==> src/rtl/ccff_loader_pkg.sv <==
// Shared types, CRC constants and the bit-serial CRC-8 step used by the
// CCFF bitstream loader and its CRC sub-module.
package ccff_loader_pkg;

   typedef enum logic [1:0] {
      IDLE   = 2'd0,
      LOAD   = 2'd1,
      VERIFY = 2'd2,
      CHECK  = 2'd3
   } ccff_state_e;

   localparam logic [7:0] CRC8_POLY = 8'h07;
   localparam logic [7:0] CRC8_INIT = 8'h00;

   // One MSB-first CRC-8 update for a single input bit.
   function automatic logic [7:0] crc8_step(input logic [7:0] crc, input logic din);
      logic w_fb;
      w_fb      = crc[7] ^ din;
      crc8_step = {crc[6:0], 1'b0} ^ (w_fb ? CRC8_POLY : 8'h00);
   endfunction

endpackage

==> src/rtl/ccff_bitstream_loader_crc8.sv <==
// Bit-serial CRC-8 accumulator with synchronous clear and update enable.
module ccff_crc8_serial
   import ccff_loader_pkg::*;
(
   input  logic       i_clk,
   input  logic       i_rst_n,
   input  logic       i_clr,
   input  logic       i_en,
   input  logic       i_bit,
   output logic [7:0] o_crc
);

   logic [7:0] r_crc;

   // CRC register: reset/clear to the init value, otherwise fold in one bit when enabled.
   always_ff @(posedge i_clk) begin
      if (!i_rst_n) begin
         r_crc <= CRC8_INIT;
      end else if (i_clr) begin
         r_crc <= CRC8_INIT;
      end else if (i_en) begin
         r_crc <= crc8_step(r_crc, i_bit);
      end else begin
         r_crc <= r_crc;
      end
   end

   assign o_crc = r_crc;

endmodule

==> src/rtl/ccff_bitstream_loader.sv <==
// Streams bitstream words serially into a CCFF configuration chain, then
// optionally rotates the chain once and compares CRCs of both passes.
module ccff_bitstream_loader
   import ccff_loader_pkg::*;
#(
   parameter int CHAIN_LEN = 64,
   parameter int WORD_W    = 8,
   parameter int VERIFY_EN = 1
)(
   input  logic              prog_clock,
   input  logic              prog_reset_n,
   input  logic              start,
   input  logic [WORD_W-1:0] in_data,
   input  logic              in_valid,
   output logic              in_ready,
   input  logic              ccff_tail,
   output logic              ccff_head,
   output logic              config_enable,
   output logic              busy,
   output logic              done,
   output logic              crc_error
);

   localparam int CNT_W = $clog2(CHAIN_LEN + 1);
   localparam int AV_W  = $clog2(WORD_W + 1);
   localparam logic [CNT_W-1:0] CNT_ONE   = CNT_W'(1);
   localparam logic [CNT_W-1:0] CNT_LAST  = CNT_W'(CHAIN_LEN - 1);
   localparam logic [AV_W-1:0]  AV_ZERO   = AV_W'(0);
   localparam logic [AV_W-1:0]  AV_ONE    = AV_W'(1);
   localparam logic [AV_W-1:0]  AV_WORD   = AV_W'(WORD_W - 1);
   localparam logic             VERIFY_ON = (VERIFY_EN != 0);

   ccff_state_e       r_state;
   ccff_state_e       w_state_nxt;
   logic [CNT_W-1:0]  r_cnt;
   logic [WORD_W-1:0] r_shift;     // bits still waiting behind the one on ccff_head
   logic [AV_W-1:0]   r_avail;     // number of valid bits in r_shift
   logic              r_head;
   logic              r_cfg_en;
   logic              r_done;
   logic              r_crc_err;
   logic              w_start_acc;
   logic              w_last_bit;
   logic              w_verify_last;
   logic              w_in_ready;
   logic              w_accept;
   logic [7:0]        w_crc_load;
   logic [7:0]        w_crc_verify;

   assign w_start_acc   = (r_state == IDLE) && start;
   // The bit on ccff_head is the final chain bit: it is shifted at this edge.
   assign w_last_bit    = (r_state == LOAD) && r_cfg_en && (r_cnt == CNT_LAST);
   assign w_verify_last = (r_state == VERIFY) && (r_cnt == CNT_ONE);
   assign w_in_ready    = (r_state == LOAD) && (r_avail == AV_ZERO) && !w_last_bit;
   assign w_accept      = w_in_ready && in_valid;

   // State register.
   always_ff @(posedge prog_clock) begin
      if (!prog_reset_n) begin
         r_state <= IDLE;
      end else begin
         r_state <= w_state_nxt;
      end
   end

   // Next-state decode.
   always_comb begin
      w_state_nxt = r_state;
      case (r_state)
         IDLE: begin
            if (start) w_state_nxt = LOAD;
            else       w_state_nxt = IDLE;
         end
         LOAD: begin
            if (w_last_bit) w_state_nxt = VERIFY_ON ? VERIFY : IDLE;
            else            w_state_nxt = LOAD;
         end
         VERIFY: begin
            if (w_verify_last) w_state_nxt = CHECK;
            else               w_state_nxt = VERIFY;
         end
         CHECK:   w_state_nxt = IDLE;
         default: w_state_nxt = IDLE;
      endcase
   end

   // Datapath: word shifter, bit counter, registered serial outputs and flags.
   always_ff @(posedge prog_clock) begin
      if (!prog_reset_n) begin
         r_shift   <= '0;
         r_avail   <= AV_ZERO;
         r_cnt     <= '0;
         r_head    <= 1'b0;
         r_cfg_en  <= 1'b0;
         r_done    <= 1'b0;
         r_crc_err <= 1'b0;
      end else begin
         r_done <= 1'b0;
         case (r_state)
            IDLE: begin
               r_cfg_en <= 1'b0;
               if (start) begin
                  r_cnt     <= '0;
                  r_avail   <= AV_ZERO;
                  r_crc_err <= 1'b0;
               end else begin
                  r_cnt <= r_cnt;
               end
            end
            LOAD: begin
               if (w_last_bit) begin
                  // Leftover bits of the current word are dropped here.
                  r_cfg_en <= 1'b0;
                  r_avail  <= AV_ZERO;
                  r_cnt    <= r_cnt + CNT_ONE;
                  r_done   <= ~VERIFY_ON;
               end else begin
                  if (r_cfg_en) r_cnt <= r_cnt + CNT_ONE;
                  else          r_cnt <= r_cnt;
                  if (w_accept) begin
                     r_head   <= in_data[0];
                     r_shift  <= in_data >> 1'b1;
                     r_avail  <= AV_WORD;
                     r_cfg_en <= 1'b1;
                  end else if (r_avail != AV_ZERO) begin
                     r_head   <= r_shift[0];
                     r_shift  <= r_shift >> 1'b1;
                     r_avail  <= r_avail - AV_ONE;
                     r_cfg_en <= 1'b1;
                  end else begin
                     r_cfg_en <= 1'b0;
                  end
               end
            end
            VERIFY: begin
               // Counter arrives at CHAIN_LEN from LOAD and counts down the rotation.
               r_cfg_en <= 1'b0;
               r_cnt    <= r_cnt - CNT_ONE;
               r_done   <= w_verify_last;
            end
            CHECK: begin
               r_cfg_en <= 1'b0;
               if (w_crc_load != w_crc_verify) r_crc_err <= 1'b1;
               else                            r_crc_err <= r_crc_err;
            end
            default: r_cfg_en <= 1'b0;
         endcase
      end
   end

   ccff_crc8_serial u_crc_load (
      .i_clk   (prog_clock),
      .i_rst_n (prog_reset_n),
      .i_clr   (w_start_acc),
      .i_en    ((r_state == LOAD) && r_cfg_en),
      .i_bit   (r_head),
      .o_crc   (w_crc_load)
   );

   ccff_crc8_serial u_crc_verify (
      .i_clk   (prog_clock),
      .i_rst_n (prog_reset_n),
      .i_clr   (w_start_acc),
      .i_en    (r_state == VERIFY),
      .i_bit   (ccff_tail),
      .o_crc   (w_crc_verify)
   );

   // During VERIFY the chain is closed into a ring through the loader.
   assign ccff_head     = (r_state == VERIFY) ? ccff_tail : r_head;
   assign config_enable = (r_state == VERIFY) || r_cfg_en;
   assign in_ready      = w_in_ready;
   assign busy          = (r_state != IDLE);
   assign done          = r_done;
   assign crc_error     = r_crc_err;

endmodule

==> config.mk <==
export PLATFORM = sky130hd
export DESIGN_NAME = ccff_bitstream_loader
export DESIGN_NICKNAME = d
export VERILOG_FILES = /design/src/rtl/ccff_loader_pkg.sv /design/src/rtl/ccff_bitstream_loader_crc8.sv /design/src/rtl/ccff_bitstream_loader.sv
export SDC_FILE = /design/constraint.sdc
export NUM_CORES = 1
export LEC_CHECK = 0
export BUFFER_PORTS_ARGS = -buffer_cell sky130_fd_sc_hd__buf_2
export CAP_MARGIN = 20
export CORE_ASPECT_RATIO = 1.4
export CORE_MARGIN = 8
export CORE_UTILIZATION = 26
export DETAILED_ROUTE_END_ITERATION = 10
export PLACE_DENSITY = 0.42
export SETUP_SLACK_MARGIN = 0.15
export SLEW_MARGIN = 10
export SYNTH_ARGS = -nofsm -noshare
export SYNTH_HDL_FRONTEND = slang
export SYNTH_SLANG_ARGS = --single-unit
==> constraint.sdc <==
create_clock -name prog_clock -period 2.1 [get_ports prog_clock]
set_input_delay 0.21 -clock prog_clock [delete_from_list [all_inputs] [get_ports prog_clock]]
set_output_delay 0.21 -clock prog_clock [all_outputs]
set_load 0.05 [all_outputs]
==> metrics.md, run 1 <==
| Metric | Value |
|---|---|
| H-tree depth | 2 |
| Post-Synth Adder-Cell Area | under 10% |
| Slew HR | 62.4% |
| Pre-CTS setup slack | 0.145 ns |
| WP data required | about 2.3 ns |
| Fin. max-slew vios | 0 |
| Top fanout value on the critical path | 7 |
| Core Area | 8150 sq um |
| Seq pwr share | 44.9% |
| Outcome | completed |
| Synth warn | 0 |
| Multi-input logic area | 1330 sq um |
| Final period util | around 90% |
| Dpl hpwl | 4.08 mm |
| Clock Path Buffers | 2 |
| FP Rows | 39 |
| XOR/XNOR Fraction of Synth Area | under 10% |
| Setup ws final | 0.236 ns |
| Clock Skews | 0.00671 ns |
| Via density | 4.78 |
| Worst hold-check path type | in2reg |
| Syn nets | approximately 280 |
| Slew @ Worst Pin | 0.563 ns |
| RSZ-0062 raised after global routing | true |
| Max VDD drop | between 0.0003 and 0.0004 V |
| DR vias | 1,853 |
| Worst hold endpoint | r_shift[6]$_SDFFE_PN0P_ |
| Initial DRC count | 36 |
| GRT Total Usage | 9.85% |
| Worst Setup End Kind | register |
| Seq/Total Area, Yosys | 36.6% |
| Clock transition at path regs | 0.06 ns |
| IO buf count | 18 |
| Min Tclk post-route | between 1.5 and 2 ns |
| Max-capacitance violation count | 0 |
| Reg2reg end | r_avail[3]$_SDFFE_PN0P_ |
| Critical path class | reg2reg |
| Gpl congestion | 0.770 |
| R2r setup slk | approximately 0.24 ns |
| Hold Path Stages | 3 |
| Sw Ratio | 26.1% |
| Mapped Cells | 259 |
| Drt wl/cell | between 10 and 15 um |
| Routed Antenna Nets | 0 |
| Async set-or-reset flop fraction in the synthesized netlist | 0% |
| CP startpoint kind | register |
| Largest net degree at the start of global routing | 19 |
| Power per cell area | 665 nW/um^2 |
| Clock power frac | 42.7% |
| Leakage | 0.996 nW |
| TritonCTS buffer count | 5 |
| Boundary pin count | 19 |
| Psw | between 400 and 500 uW |
| Post-synthesis simple-gate area fraction | 19.4% |
| Gate power share | ~12% |
| First-pass GRT wire length | 9.33 mm |
| Initial Util | 26.8% |
| Final net count | 309 |
| Final Util | between 30% and 40% |
| Filler Cells Inserted | between 800 and 900 |
| Number of flops mapped to enable cells by yosys | 0 |
| Total wire length | 5.48 mm |
| Yosys cell types | 43 |
| Placed Area | 2450 sq um |
| CTS tree | yes |
| Syn_area_per_cell | 8.44 sq um |
| DR DRC count | 0 |
| Mux cell area share after synthesis | 8.81% |
| Sink Count | 40 |
| Setup_tns | 0 ns |
| Data arrival time of the worst path | 2.04 ns |
| R2R cell count | 6 |
| Seq cells post-synth | 40 |
| Share of cells above drive strength 1 | 21.3% |
| Final count of negative-setup-slack endpoints | 0 |
| Critical path origin | r_cnt[1]$_SDFFE_PN0P_ |
| Antenna Cells | 0 |
| Vias in the first global route | 1,900 |
| Reg area | 807 sq um |
| Die area | 11,600 sq um |
| Die height | between 100 and 150 um |
| Worst-skew pair later-pin latency | 0.28 ns |
| Reg-to-reg critical path startpoint | r_cnt[1]$_SDFFE_PN0P_ |
| Largest family of logic cells by synthesized area | simple AND/OR/NAND/NOR gates |
| Mapped cell area | 2190 sq um |
| Die span in x | 93.5 um |
| P_int | 1.30 mW |
| GRT overflow | 0 |
| Layout area overhead | 21.2% |
| CTS root buffer | clkbuf_16 |
| Fmax | 536 MHz |
| Top FF cell, synth | dfxtp_1 |
| Final Hold Viols | 0 |
| Final instance area | roughly 2700 sq um |
| Min-Delay Startpoint | in_data[7] |
| Complex-gate fraction of the synthesized area | around 17% |
| DR pass1 iterations | 4 |
| Initial antenna violation count | 0 |
[cells in the mapped netlist (2+ instances only)]
master    number  area (sq um)
nor2b_1        2          12.5
nor2_1        24          90.1
mux2_2         2          22.5
inv_1          9          33.8
and2_1         3          18.8
buf_2          4          20.0
dfxtp_1       40           801
mux2i_1       17           170
xor2_1        10          87.6
nor4_1         4          25.0
ha_1          11           138
nor3_1         4          20.0
a21oi_1       24           120
o31ai_1        3          22.5
o21ai_0       10          50.1
a22oi_1        3          22.5
clkbuf_1      10          37.5
nand4b_1       3          26.3
nand2_1       30           113
nand3_1        8          40.0
xnor2_1       10          87.6
a211oi_1       2          15.0
o21ai_1        5          25.0
o21a_1         2          15.0
[routing by layer]
layer  up-vias  track usage (%)  part of all wire, %
met5         -                0                    0
met1       860             11.1                   43
met2        32             17.2                   52
met3         8             1.45                  2.2
met4         0             4.95                  2.4
li1        953                -                    -
[cells in the final DEF, fill, tap and decap left out, types with 2 or more instances in the layout]
| cell type | instances |
|---|---|
| a211oi_1 | 2 |
| a21oi_1 | 24 |
| a22oi_1 | 3 |
| and2_1 | 3 |
| buf_2 | 17 |
| buf_4 | 15 |
| clkbuf_16 | 5 |
| dfxtp_1 | 35 |
| dfxtp_2 | 5 |
| ha_1 | 8 |
| ha_2 | 2 |
| inv_1 | 9 |
| mux2_2 | 2 |
| mux2i_1 | 17 |
| nand2_1 | 30 |
| nand3_1 | 8 |
| nand4b_1 | 3 |
| nor2_1 | 22 |
| nor2_2 | 3 |
| nor2b_1 | 2 |
| nor3_1 | 4 |
| nor4_1 | 4 |
| o21ai_0 | 10 |
| o21ai_1 | 5 |
| o31ai_1 | 3 |
| xnor2_1 | 10 |
| xor2_1 | 10 |
[critical path, cell delays in order (launching register included)]
cell and delay (ns):
dfxtp_2 0.35, ha_4 0.15, nand4b_1 0.18, o21a_2 0.31, a211oi_4 0.38, o21ai_1 0.11
a32o_1 0.27
[power by group through the flow]
stage | sequential, mW | combinational, mW | clock (mW)
after CTS | 0.792 | 0.218 | 0.784
after global placement | 0.810 | 0.215 | 0
after global routing | 0.795 | 0.243 | 0.807
final | 0.792 | 0.218 | 0.753
after floorplan | 0.806 | 0.155 | 0
after detailed placement | 0.809 | 0.215 | 0
[kinds of logic (layout without fill, tap and decap cells)]
| kind of cell | count (synthesis) | after routing |
|---|---|---|
| buf+inv | 23 | 50 |
| flops | 40 | 40 |
| simple gates | 87 | 87 |
| xor+xnor | 20 | 20 |
| fa+ha+maj | 11 | 11 |
| compound gates | 59 | 59 |
| mux | 19 | 19 |
[worst max-delay path by stage]
| stage | to | slack, ns | cells after the start |
|---|---|---|---|
| 2_1_floorplan | config_enable | 0.20 | 5 |
| 3_3_place_gp | r_shift[5]$_SDFFE_PN0P_ | 0.14 | 7 |
| 3_5_place_dp | r_cnt[5]$_SDFFE_PN0P_ | 0.14 | 7 |
| 4_1_cts | r_shift[5]$_SDFFE_PN0P_ | 0.16 | 6 |
| 5_1_grt | r_cnt[3]$_SDFFE_PN0P_ | 0.11 | 8 |
| 6_report | r_avail[3]$_SDFFE_PN0P_ | 0.24 | 6 |
[sequential cells by signal, summed over array words and instances, names as in the netlist, named ones only]
name / cells
r_head: 1
r_state: 1
r_cfg_en: 1
u_crc_load.o_crc: 8
r_cnt: 7
u_crc_verify.o_crc: 8
crc_error: 1
r_avail: 4
done: 1
r_shift: 7
[timing repair]
item / in CTS / in global routing
buffers inserted: 0 / 1
hold buffers: 0 / 0
pin swaps: 0 / 4
gates cloned: 0 / 0
endpoints found under the setup margin: 3 / 15
gates resized for setup: 2 / 13
[stage by stage]
stage                     hold slack, ns  instances  power, mW
after floorplan                    0.346        259      0.961
after global placement             0.467        379       1.03
final                              0.176        388       1.76
after detailed placement           0.467        379       1.02
after global routing               0.189        388       1.84
after CTS                          0.172        387       1.79
[cell type report]
type	instances	area share, %
Multi-Input combinational cell	196	50.2
Sequential cell	40	30.5
Timing Repair Buffer	33	7.74
Clock buffer	6	4.86
Tap cell	102	4.82
Inverter	9	1.27
Clock inverter	2	0.614
Note: power is estimated with default switching activity, not from simulation.
==> inputs of run 2 (changes only) <==
ABC_AREA = 1   (was not set)
==> run 2 against run 1 <==
  * Hold slack lost 0.0055 ns
  * Clock-buffer cell count is 1 lower
  * Total power increased by 9.6%
  * Via count up 12%
  * Critical endpoint is now config_enable
  * First-iteration DRC count rose to 3.6 times the previous value
  * Register-to-register slack improved by 0.20 ns
  * Sequential power grew 3.2%
  * Core utilization shrank 1.4 points
  * Cell area up 0.66%
  * Sequential share of layout area down 0.39 points
  * Non-clock buffer count is 7 lower
==> metrics.md, run 2 <==
| Metric | Value |
|---|---|
| Complex-gate fraction of the synthesized area | 17.2% |
| Worst Setup End Kind | primary output |
| Commonest cells after routing, fill and taps aside | 81 x nand2_1, 39 x dfxtp_1, 37 x a21oi_1, 30 x inv_1, 28 x nor2_1 |
| Max-capacitance violation count | 0 |
| Routed Antenna Nets | 0 |
| DR DRC count | 0 |
| Share of cells above drive strength 1 | 19.3% |
| Sink Count | 40 |
| Total wire length | 5.61 mm |
| Initial antenna violation count | 0 |
| Core Area | 8560 sq um |
| Post-synthesis simple-gate area fraction | 30.4% |
| Non-filler cells, final | 458 |
| WP data required | 1.89 ns |
| Hold_buf cts | 0 |
| Final Hold Viols | 0 |
| CTS root buffer | clkbuf_16 |
| Most common cell in the netlist | nand2_1 |
| Fin. max-slew vios | 0 |
| Fmax | 539 MHz |
| Initial DRC count | between 100 and 150 |
| Async set-or-reset flop fraction in the synthesized netlist | 0% |
| CP startpoint kind | register |
| Final period util | around nine tenths |
| Synth area leaders | dfxtp_1 35%, nand2_1 13%, a21oi_1 8.1% |
| Synth warn | 0 |
| XOR/XNOR Fraction of Synth Area | 2.67% |
| Top FF cell, synth | dfxtp_1 |
| Post-Synth Adder-Cell Area | about 6.0% |
| Leakage | 1.17 nW |
| Post-CTS Repair Setup Buffers | 0 |
| Final count of negative-setup-slack endpoints | 0 |
| Seq cells post-synth | 40 |
| Commonest non-fill, non-tap cell in the layout | nand2_1 |
| Mapped Cells | between 300 and 400 |
| Largest family of logic cells by synthesized area | simple AND/OR/NAND/NOR gates |
| Critical path class | reg2out |
| Post-Place Cells | 451 |
| Worst-skew pair later-pin latency | 0.28 ns |
| Vias in the first global route | 2,006 |
| Setup_tns | 0 ns |
| Clock transition at path regs | 0.06 ns |
| Mapped cell area | 2290 sq um |
| RSZ-0062 raised after global routing | false |
| Outcome | completed |
| CTS tree | yes |
| Slew HR | 74.1% |
| Seq/Total Area, Yosys | 34.9% |
| Drt wl/cell | 12.2 um |
| Die span in x | between 90 and 100 um |
| Largest net degree at the start of global routing | 15 |
| Die height | about 130 um |
| Die area | 12,100 sq um |
| Power per cell area | 724 nW/um^2 |
| FP Rows | 40 |
| Final net count | 377 |
| GRT Total Usage | 9.71% |
| Initial Util | 26.8% |
| Layout area overhead | 16.3% |
| Antenna Cells | 0 |
| Yosys top cell by area | dfxtp_1 |
| First-pass GRT wire length | 9.27 mm |
| Max VDD drop | 0.000357 V |
| Boundary pin count | 19 |
| Post-CTS Resized | 2 |
| Data arrival time of the worst path | 1.64 ns |
| Via density | 4.54 |
| Syn_area_per_cell | 6.97 sq um |
| Gpl congestion | 0.766 |
| Slew @ Worst Pin | 0.389 ns |
| Worst hold-check path type | in2reg |
| GRT overflow | 0 |
| Mux cell area share after synthesis | 0% |
| DR pass1 iterations | 4 |
| IO buf count | 18 |
| Post-synth top area share | between 30% and 40% |
| Syn nets | roughly 350 |
| Post-synth top cells | 81 x nand2_1, 40 x dfxtp_1, 37 x a21oi_1 |
| Yosys cell types | 33 |
| Min Tclk post-route | 1.85 ns |
| Number of flops mapped to enable cells by yosys | 0 |
| Top fanout value on the critical path | 10 |
| DR vias | 2,080 |
| H-tree depth | 2 |
| Final Util | 31.2% |
| TritonCTS buffer count | 5 |
| Clock Skews | 0.00188 ns |
| Clock Path Buffers | 2 |
| Dpl hpwl | 4.23 mm |
-- run 2: cells by family after synthesis --
kind of cell	after synthesis
AOI/OAI and AO/OA	74
xor gates and xnor gates	7
adders and majority gates	11
buffers and inverters	47
DFF	40
and+or+nand+nor	150
-- run 2: cell type report --
class,count,area [sq um]
Clock buffer,5,125
Fill cell,960,5890
Sequential cell,40,802
Timing Repair Buffer,26,155
Clock inverter,2,12.5
Multi-Input combinational cell,242,1290
Inverter,38,148
Tap cell,105,131
-- run 2: metal layers --
layer  up-vias  part of all wire, %  track usage (%)
met5         -                    0                0
met4         0                  2.3             5.00
met3         7                  2.9             2.46
met2        28                   51             17.0
met1       942                   43             10.4
li1       1103                    -                -
-- run 2: stage by stage --
stage	power, mW	hold WS (ns)	instance area (sq um)	worst slack [ns]
final	1.93	0.170	2670	0.245
after global routing	2.04	0.177	2670	0.154
after CTS	1.97	0.161	2660	0.196
after detailed placement	1.21	0.464	2520	0.387
after global placement	1.21	0.457	2520	0.393
after floorplan	1.10	0.350	2290	0.180
-- run 2: worst max-delay path: stages, from the launching register on --
cell and delay [ns]:
dfxtp_2 0.37, inv_1 0.08, ha_1 0.23, buf_4 0.18, or2_2 0.30, buf_4 0.19
-- run 2: where the power goes --
| group | internal [mW] | leakage (nW) | switching [mW] |
|---|---|---|---|
| combinational | 0.128 | 0.776 | 0.245 |
| clock | 0.431 | 0.0657 | 0.310 |
| sequential | 0.791 | 0.324 | 0.0259 |
| total | 1.35 | 1.17 | 0.581 |
-- run 2: path summary, 6_finish.rpt --
check / start / endpoint / slack, ns / cells past startpoint
worst max-delay path: r_state[0]$_SDFF_PN0_ / config_enable / 0.25 / 5
worst min-delay path: in_data[7] / r_shift[6]$_SDFFE_PN0P_ / 0.17 / 3
worst max register to register: register / r_avail[2]$_SDFFE_PN0P_ / 0.44 / 10
worst min register to register: r_avail[1]$_SDFFE_PN0P_ / r_avail[1]$_SDFFE_PN0P_ / 0.46 / 2
==> inputs of run 3 (changes only) <==
CORE_UTILIZATION = 45   (was 26)
GPL_TIMING_DRIVEN = 1   (was not set)
PLACE_DENSITY = 0.64   (was 0.42)
==> run 3 against run 2 <==
  * Die area shrank 37%
  * Global-route usage grew 4.4 points
  * Sequential share of layout area grew 1.1 points
  * Hold slack lost 0.013 ns
  * Clock-buffer cell count grew 1
  * Cell area shrank 2.8%
  * Combinational power shrank 3%
  * Core utilization grew 22 points
  * Sequential cell count is the same
  * Non-clock buffer count shrank 4
  * Register-to-register slack lost 0.02 ns
  * Via count is essentially flat
==> metrics.md, run 3 (synthesized netlist as in run 2, its figures left out) <==
| Metric | Value |
|---|---|
| Largest net degree at the start of global routing | 17 |
| TritonCTS buffer count | 5 |
| CTS tree | yes |
| Placed Area | 2440 sq um |
| Setup_tns | 0 ns |
| Die span in x | 76.3 um |
| Final Hold Slack | 0.157 ns |
| First-pass GRT wire length | around 9 mm |
| Worst hold-check path type | in2reg |
| WP data required | roughly 1.9 ns |
| R2r setup slk | 0.42 ns |
| Total wire length | 5.04 mm |
| Clock Skews | 0.00721 ns |
| DR pass1 iterations | 5 |
| Via density | 5.03 |
| Slew HR | 71.2% |
| DR DRC count | 0 |
| Worst-skew pair later-pin latency | 0.30 ns |
| Die area | 7670 sq um |
| Non-filler cells, final | 414 |
| Dpl hpwl | 3.74 mm |
| Crit-path max cell delay | 0.39 ns |
| R2R cell count | 9 |
| Layout area overhead | 13.0% |
| Reg2reg end | r_cnt[3]$_SDFFE_PN0P_ |
| Drt wl/cell | 12.2 um |
| Commonest non-fill, non-tap cell in the layout | nand2_1 |
| Clock transition at path regs | 0.08 ns |
| Post-Place Cells | 406 |
| DR vias | 2,082 |
| Sink Count | 40 |
| H-tree depth | 2 |
| Crit-path slowest cell | dfxtp_4 |
| Reg-to-reg critical path startpoint | r_state[0]$_SDFF_PN0_ |
| Max-capacitance violation count | 0 |
| Initial Util | between 40% and 50% |
| Power per cell area | 717 nW/um^2 |
| Worst Setup End Kind | primary output |
| Die height | 100 um |
| Critical path class | reg2out |
| Core Area | 4880 sq um |
| Leakage | 1.14 nW |
| GRT overflow | 0 |
| Fin. max-slew vios | 0 |
| Final period util | 89.6% |
| Final Hold Viols | 0 |
| Gpl congestion | 0.838 |
| RSZ-0062 raised after global routing | true |
| Worst hold endpoint | r_shift[6]$_SDFFE_PN0P_ |
| Hold Path Stages | 3 |
| Initial antenna violation count | 0 |
| Pre-CTS setup slack | 0.182 ns |
| Antenna Cells | 0 |
| CP Cell Sequence | inv_1 > ha_1 > buf_6 > or2_2 > buf_4 |
| GRT Total Usage | 14.1% |
| Commonest cells after routing, fill and taps aside | 81 x nand2_1, 37 x a21oi_1, 36 x dfxtp_1, 28 x inv_1, 28 x nor2_1 |
| Slew @ Worst Pin | approximately 0.43 ns |
| Vias in the first global route | 1,987 |
| Setup ws final | 0.219 ns |
| Top fanout value on the critical path | 16 |
| Max VDD drop | 0.000620 V |
| Min-Delay Startpoint | in_data[7] |
| Clock Path Buffers | 2 |
| Boundary pin count | 19 |
| Min Tclk post-route | 1.88 ns |
| Routed Antenna Nets | 0 |
| Fmax | roughly 530 MHz |
| FP Rows | 30 |
| CTS root buffer | clkbuf_8 |
| Final net count | roughly 370 |
| Data arrival time of the worst path | around 1.7 ns |
| Final instance area | 2590 sq um |
| IO buf count | 18 |
| CP startpoint kind | register |
| Share of cells above drive strength 1 | between 20% and 30% |
| Initial DRC count | 124 |
| Outcome | completed |
| Final count of negative-setup-slack endpoints | 0 |
run 3: layer usage:
layer	vias to the layer above	global-route usage, %	share of wire [%]
li1	1103	-	-
met1	935	16.2	47
met2	38	24.3	47
met3	6	3.13	3.2
met4	0	6.54	2.2
met5	-	0	0
run 3: final cells by class:
cell class | count | area, sq um
repair buffers | 22 | 129
clock buffers | 6 | 82.6
inverters | 38 | 150
fillers | 505 | 2290
multi-input cells | 242 | 1300
clock inverters | 2 | 38.8
well taps | 64 | 80.1
flip-flops and latches | 40 | 808
run 3: how the worst max path moves through the flow:
stage,start,to,slack [ns],cells past startpoint
after floorplan,r_state[0]$_SDFF_PN0_,ccff_head,0.18,6
after global placement,register,r_shift[5]$_SDFFE_PN0P_,0.29,9
after detailed placement,register,r_shift[3]$_SDFFE_PN0P_,0.18,9
after CTS,register,in_ready,0.13,8
after global routing,r_state[0]$_SDFF_PN0_,ccff_head,0.14,6
final,r_state[0]$_SDFF_PN0_,config_enable,0.22,5
run 3: what timing repair did:
| action | in CTS | in global routing |
|---|---|---|
| hold buffers | 0 | 0 |
| buffers inserted | 0 | 0 |
| pin swaps | 0 | 1 |
| endpoints found under the setup margin | 3 | 5 |
| resized for setup | 5 | 9 |
run 3: power by group:
group          switching [mW]  leakage [nW]  total (mW)  internal [mW]
combinational           0.239         0.758       0.361          0.122
clock                   0.290        0.0614       0.679          0.389
sequential             0.0280         0.326       0.819          0.791
total                   0.557          1.14        1.86           1.30
run 3: metrics by stage:
stage | power (mW) | utilization (%)
after floorplan | 1.10 | -
after global placement | 1.19 | 50.0
after detailed placement | 1.19 | 50.0
after CTS | 1.87 | 52.8
after global routing | 1.97 | 53.1
final | 1.86 | 53.1
run 3: worst max-delay path, delay by kind of cell (launching register included):
family	cells	cell delay (ns)
flip-flops	1	0.39
AND/OR/NAND/NOR	1	0.30
buffers and inverters	3	0.44
adder cells (fa/ha/maj)	1	0.25
